$ cat config.mk
export PLATFORM = sky130hd
export DESIGN_NAME = mod_sched_flat
export DESIGN_NICKNAME = d
export VERILOG_FILES = /design/src/rtl/mod_sched_if.sv /design/src/rtl/mod_sched.sv /design/src/flat_wrapper.sv
export SDC_FILE = /design/constraint.sdc
export NUM_CORES = 1
export LEC_CHECK = 0
export ABC_CLOCK_PERIOD_IN_PS = 6000
export BUFFER_PORTS_ARGS = -buffer_cell sky130_fd_sc_hd__buf_4
export CAP_MARGIN = 40
export CORE_AREA = 2 2 157 159
export CTS_CLUSTER_SIZE = 28
export DETAILED_ROUTE_END_ITERATION = 10
export DIE_AREA = 0 0 159 161
export PLACE_DENSITY = 0.64
export SLEW_MARGIN = 20
export SYNTH_ARGS = -nofsm -noshare
export SYNTH_HDL_FRONTEND = slang
export SYNTH_SLANG_ARGS = --single-unit
$ cat constraint.sdc
create_clock -name CLK -period 6 [get_ports CLK]
set_input_delay 0.6 -clock CLK [delete_from_list [all_inputs] [get_ports CLK]]
set_output_delay 0.6 -clock CLK [all_outputs]
set_load 0.01 [all_outputs]
$ cat src/rtl/mod_sched_if.sv
// Request, response and engine signal bundle for mod_sched.
// The slave side is the scheduler; the master side is the clients plus the engine.
interface mod_sched_if #(
  parameter int unsigned W       = 32,
  parameter int unsigned NUM_REQ = 4,
  parameter int unsigned IDW     = 2
);
  logic [NUM_REQ-1:0]   req_valid;
  logic [NUM_REQ*W-1:0] req_a;
  logic [NUM_REQ*W-1:0] req_b;
  logic [NUM_REQ-1:0]   req_ready;
  logic                 rsp_valid;
  logic                 rsp_ready;
  logic [IDW-1:0]       rsp_id;
  logic [W-1:0]         rsp_result;
  logic                 rsp_div_zero;
  logic                 rsp_timeout;
  logic                 eng_start;
  logic                 eng_abort;
  logic [W-1:0]         eng_a;
  logic [W-1:0]         eng_b;
  logic                 eng_done;
  logic [W-1:0]         eng_result;

  modport master (
    output req_valid, req_a, req_b, rsp_ready, eng_done, eng_result,
    input  req_ready, rsp_valid, rsp_id, rsp_result, rsp_div_zero, rsp_timeout,
    input  eng_start, eng_abort, eng_a, eng_b
  );

  modport slave (
    input  req_valid, req_a, req_b, rsp_ready, eng_done, eng_result,
    output req_ready, rsp_valid, rsp_id, rsp_result, rsp_div_zero, rsp_timeout,
    output eng_start, eng_abort, eng_a, eng_b
  );
endinterface

$ cat src/rtl/mod_sched.sv
// Round-robin scheduler sharing one iterative modulo engine between NUM_REQ requesters,
// with divide-by-zero bypass and a watchdog on engine runs.
module mod_sched #(
  parameter int unsigned W       = 32,
  parameter int unsigned NUM_REQ = 4,
  parameter int unsigned IDW     = 2,
  parameter int unsigned TIMEOUT = 1024
) (
  input logic        CLK,
  input logic        reset,
  mod_sched_if.slave bus
);

  localparam int unsigned TW = $clog2(TIMEOUT + 1);

  typedef enum logic [1:0] {StIdle, StIssue, StWait, StResp} state_e;

  state_e         state_q, state_d;
  logic [IDW-1:0] rr_ptr_q, rr_ptr_d;
  logic [TW-1:0]  timer_q, timer_d;
  logic [W-1:0]   a_q, a_d, b_q, b_d, result_q, result_d;
  logic [IDW-1:0] id_q, id_d;
  logic           div_zero_q, div_zero_d, timeout_q, timeout_d;

  logic [NUM_REQ-1:0] gnt;
  logic [IDW-1:0]     gnt_idx;
  logic               found;
  logic [IDW:0]       scan;
  logic [W-1:0]       a_sel, b_sel;

  // First valid requester scanning upward from rr_ptr, wrapping at NUM_REQ.
  always_comb begin
    gnt     = '0;
    gnt_idx = '0;
    found   = 1'b0;
    scan    = '0;
    for (int i = 0; i < NUM_REQ; i++) begin
      scan = {1'b0, rr_ptr_q} + (IDW+1)'(i);
      if (scan >= (IDW+1)'(NUM_REQ)) scan = scan - (IDW+1)'(NUM_REQ);
      if (!found && bus.req_valid[scan[IDW-1:0]]) begin
        found   = 1'b1;
        gnt_idx = scan[IDW-1:0];
      end
    end
    if (found) gnt[gnt_idx] = 1'b1;
  end

  always_comb begin
    a_sel = '0;
    b_sel = '0;
    for (int i = 0; i < NUM_REQ; i++) begin
      if (gnt_idx == IDW'(i)) begin
        a_sel = bus.req_a[i*W +: W];
        b_sel = bus.req_b[i*W +: W];
      end
    end
  end

  always_comb begin
    state_d       = state_q;
    rr_ptr_d      = rr_ptr_q;
    timer_d       = timer_q;
    a_d           = a_q;
    b_d           = b_q;
    id_d          = id_q;
    result_d      = result_q;
    div_zero_d    = div_zero_q;
    timeout_d     = timeout_q;
    bus.req_ready = '0;
    bus.eng_start = 1'b0;
    bus.eng_abort = 1'b0;

    unique case (state_q)
      StIdle: begin
        bus.req_ready = gnt;
        if (found) begin
          a_d        = a_sel;
          b_d        = b_sel;
          id_d       = gnt_idx;
          rr_ptr_d   = (gnt_idx == IDW'(NUM_REQ - 1)) ? '0 : gnt_idx + IDW'(1);
          result_d   = '0;
          timeout_d  = 1'b0;
          div_zero_d = (b_sel == '0);
          state_d    = (b_sel == '0) ? StResp : StIssue;
        end
      end
      StIssue: begin
        bus.eng_start = 1'b1;
        timer_d       = '0;
        state_d       = StWait;
      end
      StWait: begin
        timer_d = timer_q + TW'(1);
        // Completion takes priority over the watchdog in the same cycle.
        if (bus.eng_done) begin
          result_d = bus.eng_result;
          state_d  = StResp;
        end else if (timer_q == TW'(TIMEOUT - 1)) begin
          bus.eng_abort = 1'b1;
          timeout_d     = 1'b1;
          result_d      = '0;
          state_d       = StResp;
        end
      end
      StResp: begin
        if (bus.rsp_ready) begin
          div_zero_d = 1'b0;
          timeout_d  = 1'b0;
          result_d   = '0;
          state_d    = StIdle;
        end
      end
    endcase

    // Nothing leaves the block while reset is held, including a stray abort.
    if (reset) begin
      bus.req_ready = '0;
      bus.eng_start = 1'b0;
      bus.eng_abort = 1'b0;
    end
  end

  always_comb begin
    bus.rsp_valid    = 1'b0;
    bus.rsp_id       = '0;
    bus.rsp_result   = '0;
    bus.rsp_div_zero = 1'b0;
    bus.rsp_timeout  = 1'b0;
    bus.eng_a        = '0;
    bus.eng_b        = '0;
    if (!reset) begin
      if (state_q == StResp) begin
        bus.rsp_valid    = 1'b1;
        bus.rsp_id       = id_q;
        bus.rsp_result   = result_q;
        bus.rsp_div_zero = div_zero_q;
        bus.rsp_timeout  = timeout_q;
      end
      if (state_q == StIssue || state_q == StWait) begin
        bus.eng_a = a_q;
        bus.eng_b = b_q;
      end
    end
  end

  always_ff @(posedge CLK) begin
    if (reset) begin
      state_q    <= StIdle;
      rr_ptr_q   <= '0;
      timer_q    <= '0;
      a_q        <= '0;
      b_q        <= '0;
      id_q       <= '0;
      result_q   <= '0;
      div_zero_q <= 1'b0;
      timeout_q  <= 1'b0;
    end else begin
      state_q    <= state_d;
      rr_ptr_q   <= rr_ptr_d;
      timer_q    <= timer_d;
      a_q        <= a_d;
      b_q        <= b_d;
      id_q       <= id_d;
      result_q   <= result_d;
      div_zero_q <= div_zero_d;
      timeout_q  <= timeout_d;
    end
  end

endmodule
$ cat src/flat_wrapper.sv
// flat-port wrapper written by rule: the top's interface ports become plain ports
module mod_sched_flat 
#(
  parameter int unsigned W       = 32,
  parameter int unsigned NUM_REQ = 4,
  parameter int unsigned IDW     = 2,
  parameter int unsigned TIMEOUT = 1024
)
  (CLK, reset, bus_req_valid, bus_req_a, bus_req_b, bus_rsp_ready, bus_eng_done, bus_eng_result, bus_req_ready, bus_rsp_valid, bus_rsp_id, bus_rsp_result, bus_rsp_div_zero, bus_rsp_timeout, bus_eng_start, bus_eng_abort, bus_eng_a, bus_eng_b);
  mod_sched_if #(.W(W), .NUM_REQ(NUM_REQ), .IDW(IDW)) bus_i ();
  input logic CLK;
  input logic reset;
  input wire logic [$bits(bus_i.req_valid)-1:0] bus_req_valid;
  input wire logic [$bits(bus_i.req_a)-1:0] bus_req_a;
  input wire logic [$bits(bus_i.req_b)-1:0] bus_req_b;
  input wire logic [$bits(bus_i.rsp_ready)-1:0] bus_rsp_ready;
  input wire logic [$bits(bus_i.eng_done)-1:0] bus_eng_done;
  input wire logic [$bits(bus_i.eng_result)-1:0] bus_eng_result;
  output wire logic [$bits(bus_i.req_ready)-1:0] bus_req_ready;
  output wire logic [$bits(bus_i.rsp_valid)-1:0] bus_rsp_valid;
  output wire logic [$bits(bus_i.rsp_id)-1:0] bus_rsp_id;
  output wire logic [$bits(bus_i.rsp_result)-1:0] bus_rsp_result;
  output wire logic [$bits(bus_i.rsp_div_zero)-1:0] bus_rsp_div_zero;
  output wire logic [$bits(bus_i.rsp_timeout)-1:0] bus_rsp_timeout;
  output wire logic [$bits(bus_i.eng_start)-1:0] bus_eng_start;
  output wire logic [$bits(bus_i.eng_abort)-1:0] bus_eng_abort;
  output wire logic [$bits(bus_i.eng_a)-1:0] bus_eng_a;
  output wire logic [$bits(bus_i.eng_b)-1:0] bus_eng_b;
  assign bus_i.req_valid = bus_req_valid;
  assign bus_i.req_a = bus_req_a;
  assign bus_i.req_b = bus_req_b;
  assign bus_i.rsp_ready = bus_rsp_ready;
  assign bus_i.eng_done = bus_eng_done;
  assign bus_i.eng_result = bus_eng_result;
  assign bus_req_ready = bus_i.req_ready;
  assign bus_rsp_valid = bus_i.rsp_valid;
  assign bus_rsp_id = bus_i.rsp_id;
  assign bus_rsp_result = bus_i.rsp_result;
  assign bus_rsp_div_zero = bus_i.rsp_div_zero;
  assign bus_rsp_timeout = bus_i.rsp_timeout;
  assign bus_eng_start = bus_i.eng_start;
  assign bus_eng_abort = bus_i.eng_abort;
  assign bus_eng_a = bus_i.eng_a;
  assign bus_eng_b = bus_i.eng_b;
  mod_sched #(.W(W), .NUM_REQ(NUM_REQ), .IDW(IDW), .TIMEOUT(TIMEOUT)) u_core (.CLK(CLK), .reset(reset), .bus(bus_i));
endmodule
==> metrics.md, run 1 <==
| Metric | Value |
|---|---|
| Status | complete, no violations |
| Share of cells above drive strength 1 | 35.8% |
| Chip Height | 161 microns |
| FF-to-FF path depth | 12 |
| CTS clk-pin slew, worst paths | 0.06 ns |
| Avg Inst Size Synth | 7.44 sq um |
| DRT Wirelength | 29.0 mm |
| Core area | 24000 sq um |
| Leakage | 4.99 nW |
| Die width | 159 microns |
| DRT met1 WL | 12.6 mm |
| Crit path depth | 12 |
| Critical path's slowest cell | nor4_1 |
| # DRC | 0 |
| Die ar. | 25600 sq um |
| Synth top area share | 32.8% |
| CTS H-Tree Depth | 4 |
| Fmax achieved | 251 MHz |
| Setup CP Type | flop to flop |
| Yosys Warn Count | 0 |
| TNS Setup | 0 ns |
| CP most frequent cell | nor4_1 |
| N_diodes | 0 |
| Relative slew slack | 45.8% |
| GRT Util Overall | 22.0% |
| Met2 wire length | 13.7 mm |
| Period utilization | 66.4% |
| Max clock buf depth | 2 |
| Via/cell ratio | 5.27 |
| Clock Power Share | 32.0% |
| Hold Slack | 0.409 ns |
| Initial antenna violation count | 0 |
| Routability Congestion | 0.883 |
| CTS Root Cell | clkbuf_16 |
| Worst skew pair latency | 0.41 ns |
| Routed vias | 8517 |
| Max-capacitance violation count | 0 |
| Final Hold Viols | 0 |
| Final Slew Violations | 0 |
| WP buf/inv | 2 |
| # rows | 57 |
| Syn Nets | 1252 |
| Worst EP arrival | 4.30 ns |
| TritonCTS clock tree | done |
| Crit path capture type | flop |
| Clk_skew | 0.00925 ns |
| Starting Density | 29.3% |
| Worst slew pin tran | 0.813 ns |
| Clock sinks | 115 |
| Global route overflow | 0 |
| Synth top area cells | dfxtp_1 33%, and3_1 9.3%, a221oi_1 7.7% |
| Mapped Area | 7030 sq um |
| Resized cells post-CTS | 0 |
| Switching portion of total power | 35.9% |
| VDD IR max | 0.187 mV |
| Netlist cell types | 40 |
| Top Family by Delay on Critical Path | simple AND/OR/NAND/NOR gates |
| Seq cells post-synth | 115 |
| Post-route ant nets | 0 |
| Synth area leader | dfxtp_1 |
| Crit path required time | 6.31 ns |
| Setup repair after global routing missed its margin | false |
| Nets | 1587 |
| # Post-CTS Setup Buffers | 0 |
| Vias in the first global route | 8185 |
| I/O Buffers | 402 |
| First-pass GRT wire length | 45.3 mm |
| Tmin final | 3.99 ns |
| DR WL met3 | 1.97 mm |
| Commonest non-fill, non-tap cells in the layout | 413 x buf_4, 115 x dfxtp_1, 105 x and3_1 |
| Pin count of the biggest net entering global routing | 83 |
| Setup violations, final | 0 |
| Synth-to-Final Area Change | 55.1% |
| Power Dens Cells | 316 nW/um^2 |
| Drt pass-1 iters | 5 |
| Crit-path max cell delay | 0.63 ns |
| Iteration-0 DRC Markers | 642 |
| Sequential share of the synthesized area | 32.8% |
| Quantity of hold-fixing buffers added after cts | 0 |
| Worst min path class | input port to flop |
| NetSw | 1.24 mW |
| DPL Wire Length | 21.7 mm |
| Ports | 403 |
| Routed WL per cell | 17.9 microns |
| Combinational share of power | 40.3% |
| Commonest non-fill, non-tap cell in the layout | buf_4 |
| Seq pwr share | 27.7% |
| Critical path peak fanout | 20 |
| Critical path launch point type | flop |
| Max layer used | met4 |
| Synth Instances | 945 |
| Crit path cell chain | mux2i_1 > nor2_1 > nor4_1 > inv_1 > ha_2 > or2_1 > buf_8 > a221oi_1 > o22ai_1 > nor4_1 > nand4_1 > o41ai_2 |
| Int Pwr | 2.21 mW |
| Hold path depth | 3 |
| Num CTS Buffers | 17 |
==> path summary, 6_finish.rpt <==
check / to / slack (ns) / start
setup / recovery: u_core.div_zero_q / 2.01 / u_core.rr_ptr_q[1]
hold / removal: u_core.result_q[26] / 0.41 / bus_eng_result[26]
setup reg to reg: u_core.div_zero_q / 2.01 / u_core.rr_ptr_q[1]
hold reg to reg: u_core.result_q[11] / 0.45 / u_core.result_q[11]
==> flip-flops by register name (all words and copies together) (netlist names) <==
register,cells
u_core.a_q,32
u_core.b_q,32
u_core.div_zero_q,1
u_core.id_q,2
u_core.result_q,32
u_core.rr_ptr_q,2
u_core.state_q,2
u_core.timeout_q,1
u_core.timer_q,11
==> worst reg2reg max path, cell delays in order (launching register included) <==
cell,delay (ns)
dfxtp_1,0.44
mux2i_1,0.22
nor2_1,0.07
nor4_1,0.63
inv_1,0.16
ha_2,0.22
or2_1,0.51
buf_8,0.30
a221oi_1,0.28
o22ai_1,0.14
nor4_1,0.39
nand4_1,0.27
o41ai_2,0.25
==> per-stage QoR <==
step / instances / setup WS [ns] / power, mW / utilization (%) / instance area [sq um]
after floorplan: 945 / 2.88 / 1.88 / - / 7030
final: 1617 / 2.01 / 3.45 / 45.5 / 10900
after global routing: 1617 / 1.60 / 3.67 / 45.5 / 10900
after global placement: 1578 / 1.74 / 2.30 / 42.3 / 10100
after CTS: 1616 / 2.02 / 3.47 / 45.4 / 10900
after detailed placement: 1584 / 1.78 / 2.35 / 42.7 / 10200
==> synthesized netlist by cell type, drive strengths merged <==
cell type  count
nor3          72
nand4          5
or3           34
nand3b         1
o211ai         2
a22oi          1
nor2b         65
nor2          52
or4            2
buf           26
a31oi          1
and2           1
a211oi        32
o41ai          1
o22ai         46
ha            11
clkbuf        78
nand2b         1
a221oi        64
dfxtp        115
nand2         79
nand3         36
or2            1
mux2i          1
nor4           8
xnor2          1
and3         105
o32ai          1
a21oi         42
nor3b          2
o41a           1
nor4b          1
xor2           6
o21ai         39
inv           12
==> kinds of logic after synthesis <==
kind of cell               after synthesis  share of synthesized area, %
adders and majority gates               11                          1.96
and+or+nand+nor                        465                          35.1
buffers and inverters                  116                          6.84
muxes                                    1                         0.142
AOI/OAI and AO/OA                      230                          22.4
DFF                                    115                          32.8
xor gates and xnor gates                 7                         0.872
==> power groups by stage <==
stage          sequential, mW  combinational [mW]  clock [mW]
3_5_place_dp            0.970                1.38           0
4_1_cts                 0.954                1.38        1.13
5_1_grt                 0.969                1.54        1.17
6_report                0.955                1.39        1.10
2_1_floorplan           0.950               0.925           0
3_3_place_gp            0.964                1.33           0
==> layer usage <==
layer  GRT usage (%)  up-vias
met2            35.9      326
met3            5.65       37
met5               0        -
met4            7.40        0
li1                -     4165
met1            28.4     3989
==> final cells by class <==
| type | count | area, sq um |
|---|---|---|
| clock buffers | 18 | 439 |
| clock inverters | 14 | 201 |
| fillers | 2442 | 13100 |
| inverters | 12 | 46.3 |
| multi-input cells | 714 | 4280 |
| flip-flops and latches | 115 | 2300 |
| well taps | 324 | 405 |
| repair buffers | 420 | 3230 |
(Power assumes the default switching activity.)
==> run 2: changes to the inputs <==
- ABC_CLOCK_PERIOD_IN_PS: 6000 -> 3400
- PLACE_DENSITY: 0.64 -> 0.67
- clock period: 6 -> 3.4 ns (I/O delays scaled with it)
==> run 2 against run 1 <==
Net effect:
- power up 76%
- final cell count is 0.56% higher
- final area rose by 0.95%
- largest power group unchanged
- die area stayed put
- sequential cell count unchanged
- clock skew is 0.0011 ns higher
- register-to-register slack worse by 1.8 ns
- critical path type unchanged
- global-route usage decreased by 0.10 points
- setup slack got worse by 1.8 ns
==> metrics.md, run 2 (same netlist as run 1, synthesis figures left out) <==
| Metric | Value |
|---|---|
| Status | complete, no violations |
| Ports | 403 (unchanged) |
| Final Slew Violations | 0 (unchanged) |
| Crit path cell chain | mux2i_1 > nor2_1 > nor4_4 > inv_1 > ha_2 > or2_1 > buf_4 > a221oi_1 > o22ai_1 > nor4_2 > nand4_1 > o41ai_2 |
| DRT Wirelength | 29.7 mm (+2.2%) |
| Util after Layout | 45.9% (+0.43 points) |
| First-pass GRT wire length | 44.9 mm (-0.96%) |
| Critical path launch point type | flop |
| Leakage | 5.02 nW (+0.62%) |
| TritonCTS clock tree | done |
| CTS clk-pin slew, worst paths | 0.06 ns (about the same) |
| # DRC | 0 (unchanged) |
| FF-to-FF path depth | 12 (unchanged) |
| Crit path required time | 3.71 ns (-2.60 ns) |
| Top Family by Delay on Critical Path | simple AND/OR/NAND/NOR gates |
| WP buf/inv | 2 (unchanged) |
| Setup violations, final | 0 (unchanged) |
| VDD IR max | 0.357 mV (+92%) |
| Worst skew pair latency | 0.42 ns (about the same) |
| Share of cells above drive strength 1 | 37.9% (+2.1 points) |
| Pre-CTS setup slack | -0.121 ns (-1.90 ns) |
| Worst slew pin tran | 0.707 ns (-0.106 ns) |
| Critical path peak fanout | 32 (+60%) |
| Critical path's slowest cell | dfxtp_1 |
| Nets | 1597 (+0.63%) |
| Period utilization | 94.2% (+28 points) |
| Fmax achieved | 312 MHz (+24%) |
| DPL Wire Length | 21.7 mm (+0.30%) |
| Max-capacitance violation count | 0 (unchanged) |
| Die ar. | 25600 sq um (unchanged) |
| Setup CP Type | flop to flop |
| Routability Congestion | 0.924 (+4.7%) |
| Max clock buf depth | 2 (unchanged) |
| Global route overflow | 0 (unchanged) |
| Crit path depth | 12 (unchanged) |
| I/O Buffers | 402 (unchanged) |
| Non-Filler Instances | 1626 (+0.56%) |
| Top flop regs | u_core.a_q (32), u_core.b_q (32), u_core.result_q (32) |
| N_diodes | 0 (unchanged) |
| Power Dens Cells | 550 nW/um^2 (+74%) |
| CTS H-Tree Depth | 4 (unchanged) |
| Seq pwr share | 27.8% (about the same) |
| Final Hold Viols | 0 (unchanged) |
| CTS Root Cell | clkbuf_16 |
| Fin worst setup slack | 0.198 ns (-1.82 ns) |
| Pin count of the biggest net entering global routing | 106 (+28%) |
| Relative slew slack | 52.6% (+6.7 points) |
| Die width | 159 microns (unchanged) |
| Crit-path max cell delay | 0.43 ns (-0.20 ns) |
| Post-route ant nets | 0 (unchanged) |
| Commonest non-fill, non-tap cells in the layout | 427 x buf_4, 115 x dfxtp_1, 104 x and3_1 |
| Starting Density | 29.3% (unchanged) |
| Int Pwr | 3.74 mW (+69%) |
| Via/cell ratio | 5.33 (+1.2%) |
| Crit path capture type | flop |
| Num CTS Buffers | 17 (unchanged) |
| Chip Height | 161 microns (unchanged) |
| Synth-to-Final Area Change | 56.6% |
| Routed WL per cell | 18.2 microns (+1.7%) |
| Worst EP arrival | 3.52 ns (-0.78 ns) |
| Core area | 24000 sq um (unchanged) |
| Clock Power Share | 28.7% (-3.3 points) |
| Routed vias | 8665 (+1.7%) |
| Commonest non-fill, non-tap cell in the layout | buf_4 |
| Drt pass-1 iters | 5 (unchanged) |
| Initial antenna violation count | 0 (unchanged) |
| Combinational share of power | 43.5% (+3.2 points) |
| Iteration-0 DRC Markers | 836 (+30%) |
| NetSw | 2.32 mW (+87%) |
| Worst min path class | input port to flop |
| # rows | 57 (unchanged) |
| Clock sinks | 115 (unchanged) |
| Hold path depth | 3 (unchanged) |
| Clk_skew | 0.0104 ns (+0.00113 ns) |
| Switching portion of total power | 38.3% (+2.4 points) |
| Tmin final | 3.20 ns (-0.784 ns) |
| GRT Util Overall | 21.9% (-0.10 points) |
| Placed insts | 1590 (+0.38%) |
| Hold Slack | 0.147 ns (-0.262 ns) |
| Vias in the first global route | 8152 (-0.40%) |
-- run 2: changes by cell type in the layout (fill, tap and decap cells not counted), moves of 3 or more --
cell        delta
nor4_1         -4
buf_4         +14
clkinvlp_4     +3
bufinv_16      -3
inv_6          +3
a221oi_1      -17
a221oi_2      +17
nor4_2         +3
-- run 2: worst reg2reg max path, stage by stage, from the launching register on --
cell	delay, ns
dfxtp_1	0.43
mux2i_1	0.23
nor2_1	0.10
nor4_4	0.26
inv_1	0.10
ha_2	0.19
or2_1	0.22
buf_4	0.27
a221oi_1	0.32
o22ai_1	0.16
nor4_2	0.31
nand4_1	0.25
o41ai_2	0.25
-- run 2: through the flow --
stage	cell area (sq um)	setup TNS, ns	power, mW
2_1_floorplan	7030	0	3.31
3_3_place_gp	10300	-0.0540	4.16
3_5_place_dp	10300	-0.217	4.19
4_1_cts	10800	0	5.95
5_1_grt	11000	-0.0560	6.44
6_report	11000	0	6.06
-- run 2: power by group through the flow --
stage	Clock (mW)	Combinational, mW	Sequential, mW
3_5_place_dp	0	2.48	1.71
5_1_grt	1.84	2.89	1.71
6_report	1.74	2.63	1.69
4_1_cts	1.78	2.48	1.68
2_1_floorplan	0	1.63	1.68
3_3_place_gp	0	2.46	1.70
-- run 2: area by class of cell --
type / instances / area [sq um]
well taps: 324 / 405
inverters: 12 / 47.5
repair buffers: 430 / 3270
clock buffers: 18 / 439
clock inverters: 13 / 126
multi-input cells: 714 / 4420
flip-flops and latches: 115 / 2300
fillers: 2429 / 13000
-- run 2: repair_timing --
| action | 4_1_cts | 5_1_grt |
|---|---|---|
| setup buffers | 0 | 5 |
| gates resized for setup | 1 | 21 |
| pin swaps | 0 | 2 |
| hold buffers | 0 | 0 |
| setup endpoints to repair | 2 | 2 |
| gates cloned | 0 | 0 |
-- run 2: metal layers --
layer	vias to the layer above	GRT usage (%)	share of wire, %
met1	4020	28.7	42
met4	0	7.81	2.7
li1	4180	-	-
met3	57	5.08	7.9
met2	408	35.4	47
met5	-	0	0
-- run 2: final timing paths --
path / start / endpoint / slack, ns
min reg2reg: u_core.result_q[6] / u_core.result_q[6] / 0.45
max reg2reg: u_core.rr_ptr_q[1] / u_core.div_zero_q / 0.20
max: u_core.rr_ptr_q[1] / u_core.div_zero_q / 0.20
min: bus_eng_result[26] / u_core.result_q[26] / 0.15
==> run 3: changes to the inputs <==
--- a/constraint.sdc
+++ b/constraint.sdc
@@ -3,2 +3,2 @@
 set_output_delay 0.34 -clock CLK [all_outputs]
-set_load 0.01 [all_outputs]
+set_load 0.02 [all_outputs]
==> run 3 against run 2 <==
Net effect:
- wire length rose by 2.5%
- via count rose by 0.12%
- critical path depth rose by 2
- final cell count fell by 0.12%
- setup slack got worse by 0.024 ns
- final area rose by 1.2%
- clock skew fell by 0.0018 ns
- highest routed layer unchanged
==> metrics.md, run 3 (same netlist as run 1, synthesis figures left out) <==
| Metric | Value |
|---|---|
| Max-capacitance violation count | 0 (unchanged) |
| Global route overflow | 0 (unchanged) |
| Routed vias | 8675 (+0.12%) |
| # rows | 57 (unchanged) |
| Via/cell ratio | 5.34 (+0.24%) |
| Num CTS Buffers | 17 (unchanged) |
| Critical path launch point type | flop |
| # fillers | 2401 (-1.2%) |
| # DRC | 0 (unchanged) |
| CTS H-Tree Depth | 4 (unchanged) |
| Pin count of the biggest net entering global routing | 104 (-1.9%) |
| VDD IR max | 0.293 mV (-18%) |
| WP buf/inv | 4 (+2) |
| Synth-to-Final Area Change | 58.4% |
| Routability Congestion | 0.919 (-0.53%) |
| Clock sinks | 115 (unchanged) |
| Leakage | 5.05 nW (+0.71%) |
| Multi-input logic area | 4510 sq um (+2.1%) |
| Hold path startpoint | bus_eng_result[16] |
| I/O Buffers | 402 (unchanged) |
| CTS clk-pin slew, worst paths | 0.06 ns (about the same) |
| First-pass GRT wire length | 45.1 mm (+0.39%) |
| Final Slew Violations | 0 (unchanged) |
| Post-route ant nets | 0 (unchanged) |
| Critical path's slowest cell | dfxtp_2 |
| Critical path peak fanout | 32 (unchanged) |
| Non-Filler Instances | 1624 (-0.12%) |
| Clk_skew | 0.00856 ns (-0.00181 ns) |
| TritonCTS clock tree | done |
| Reg-to-reg startpoint | u_core.rr_ptr_q[1] |
| Hold endpoint | u_core.result_q[16] |
| DRT Wirelength | 30.4 mm (+2.5%) |
| Vias in the first global route | 8009 (-1.8%) |
| DPL Wire Length | 21.9 mm (+0.88%) |
| Initial antenna violation count | 1 (+1) |
| Tmin final | 3.23 ns (+0.0236 ns) |
| Drt pass-1 iters | 5 (unchanged) |
| Worst EP arrival | 3.54 ns (+0.02 ns) |
| GRT Util Overall | 22.2% (+0.32 points) |
| Status | complete, no violations |
| Pre-CTS setup slack | -0.109 ns (+0.0124 ns) |
| Crit path required time | 3.71 ns (about the same) |
| Commonest non-fill, non-tap cells in the layout | 422 x buf_4, 114 x dfxtp_1, 104 x and3_1 |
| N_diodes | 0 (unchanged) |
| Worst min path class | input port to flop |
| Iteration-0 DRC Markers | 862 (+3.1%) |
| Crit path capture type | flop |
| Period utilization | 94.9% (+0.69 points) |
| Hold path depth | 3 (unchanged) |
| Final Hold Viols | 0 (unchanged) |
| Placed insts | 1590 (unchanged) |
| Worst r2r dst | u_core.div_zero_q |
| Fmax achieved | 310 MHz (-0.73%) |
| Power Dens Cells | 567 nW/um^2 (+3.1%) |
| Chip Height | 161 microns (unchanged) |
| Nets | 1594 (-0.19%) |
| Top flop regs | u_core.a_q (32), u_core.b_q (32), u_core.result_q (32) |
| Setup violations, final | 0 (unchanged) |
| Setup CP Type | flop to flop |
| Util after Layout | 46.5% (+0.53 points) |
| FF/Latch Area | 2300 sq um (about the same) |
| Die width | 159 microns (unchanged) |
| Relative slew slack | 52.0% (-0.55 points) |
| Share of cells above drive strength 1 | 38.6% (+0.67 points) |
| Core area | 24000 sq um (unchanged) |
| Flop2flop setup slack | 0.17 ns (-0.02 ns) |
| Starting Density | 29.3% (unchanged) |
| Crit-path max cell delay | 0.38 ns (-0.05 ns) |
| Crit path cell chain | inv_1 > a22oi_1 > nor2_1 > nor4_2 > inv_1 > ha_2 > or2_1 > buf_8 > a221oi_1 > o22ai_1 > nor4_2 > nand4_1 > buf_4 > o41ai_2 |
| Routed WL per cell | 18.7 microns (+2.6%) |
| Ports | 403 (unchanged) |
| Hold Slack | 0.145 ns (-0.00214 ns) |
| Worst skew pair latency | 0.42 ns (about the same) |
| Top Family by Delay on Critical Path | simple AND/OR/NAND/NOR gates |
| FF-to-FF path depth | 14 (+2) |
| Max clock buf depth | 2 (unchanged) |
| Die ar. | 25600 sq um (unchanged) |
| Fin worst setup slack | 0.175 ns (-0.0236 ns) |
| CTS Root Cell | clkbuf_16 |
| Overall power | 6.32 mW (+4.3%) |
| Worst slew pin tran | 0.715 ns (+0.00817 ns) |
| Commonest non-fill, non-tap cell in the layout | buf_4 |
[run 3: cell types whose count changed in the layout (fill, tap and decap cells not counted), sizes merged]
cell,delta
bufinv,+1
clkbuf,+1
clkinv,+2
buf,-3
clkinvlp,-1
inv,-2
[run 3: worst max-delay path by stage]
stage | slack, ns | cells past startpoint | from | endpoint
5_1_grt | -0.11 | 14 | u_core.rr_ptr_q[1] | u_core.div_zero_q
4_1_cts | 0.03 | 12 | u_core.rr_ptr_q[1] | u_core.div_zero_q
3_5_place_dp | -0.11 | 14 | bus_req_valid[3] | u_core.div_zero_q
6_report | 0.17 | 14 | u_core.rr_ptr_q[1] | u_core.div_zero_q
3_3_place_gp | 0.02 | 13 | bus_req_valid[3] | u_core.div_zero_q
2_1_floorplan | 0.54 | 13 | u_core.rr_ptr_q[1] | u_core.div_zero_q
[run 3: what timing repair did]
item | CTS | global route
setup endpoints to repair | 2 | 2
hold buffers | 0 | 0
pin swaps | 0 | 5
setup buffers | 0 | 2
gates resized for setup | 1 | 37
[run 3: metal layers]
| metal | vias to the layer above | global-route usage [%] | part of all wire [%] |
|---|---|---|---|
| met5 | - | 0 | 0 |
| met1 | 4027 | 29.6 | 43 |
| met3 | 59 | 5.26 | 7.7 |
| met4 | 0 | 7.56 | 2.6 |
| met2 | 416 | 35.5 | 47 |
| li1 | 4173 | - | - |
[run 3: cell type report]
cell class / count / area share (%)
Clock buffer: 19 / 4.07
Clock inverter: 13 / 1.34
Inverter: 12 / 0.427
Multi-Input combinational cell: 714 / 40.5
Sequential cell: 115 / 20.7
Tap cell: 324 / 3.64
Timing Repair Buffer: 427 / 29.3
[run 3: per-stage QoR]
stage	setup TNS (ns)	cell area [sq um]
after CTS	0	10900
after global routing	-0.158	11100
final	0	11100
after floorplan	0	7030
after detailed placement	-0.195	10300
after global placement	0	10300
[run 3: worst min-delay path: stages]
cell and delay, ns:
buf_4 0.07, nand3_1 0.05, o21ai_0 0.06
[run 3: power by group]
group,internal (mW),leakage (nW),switching [mW]
combinational,1.17,3.83,1.62
clock,1.13,0.287,0.711
sequential,1.58,0.942,0.112
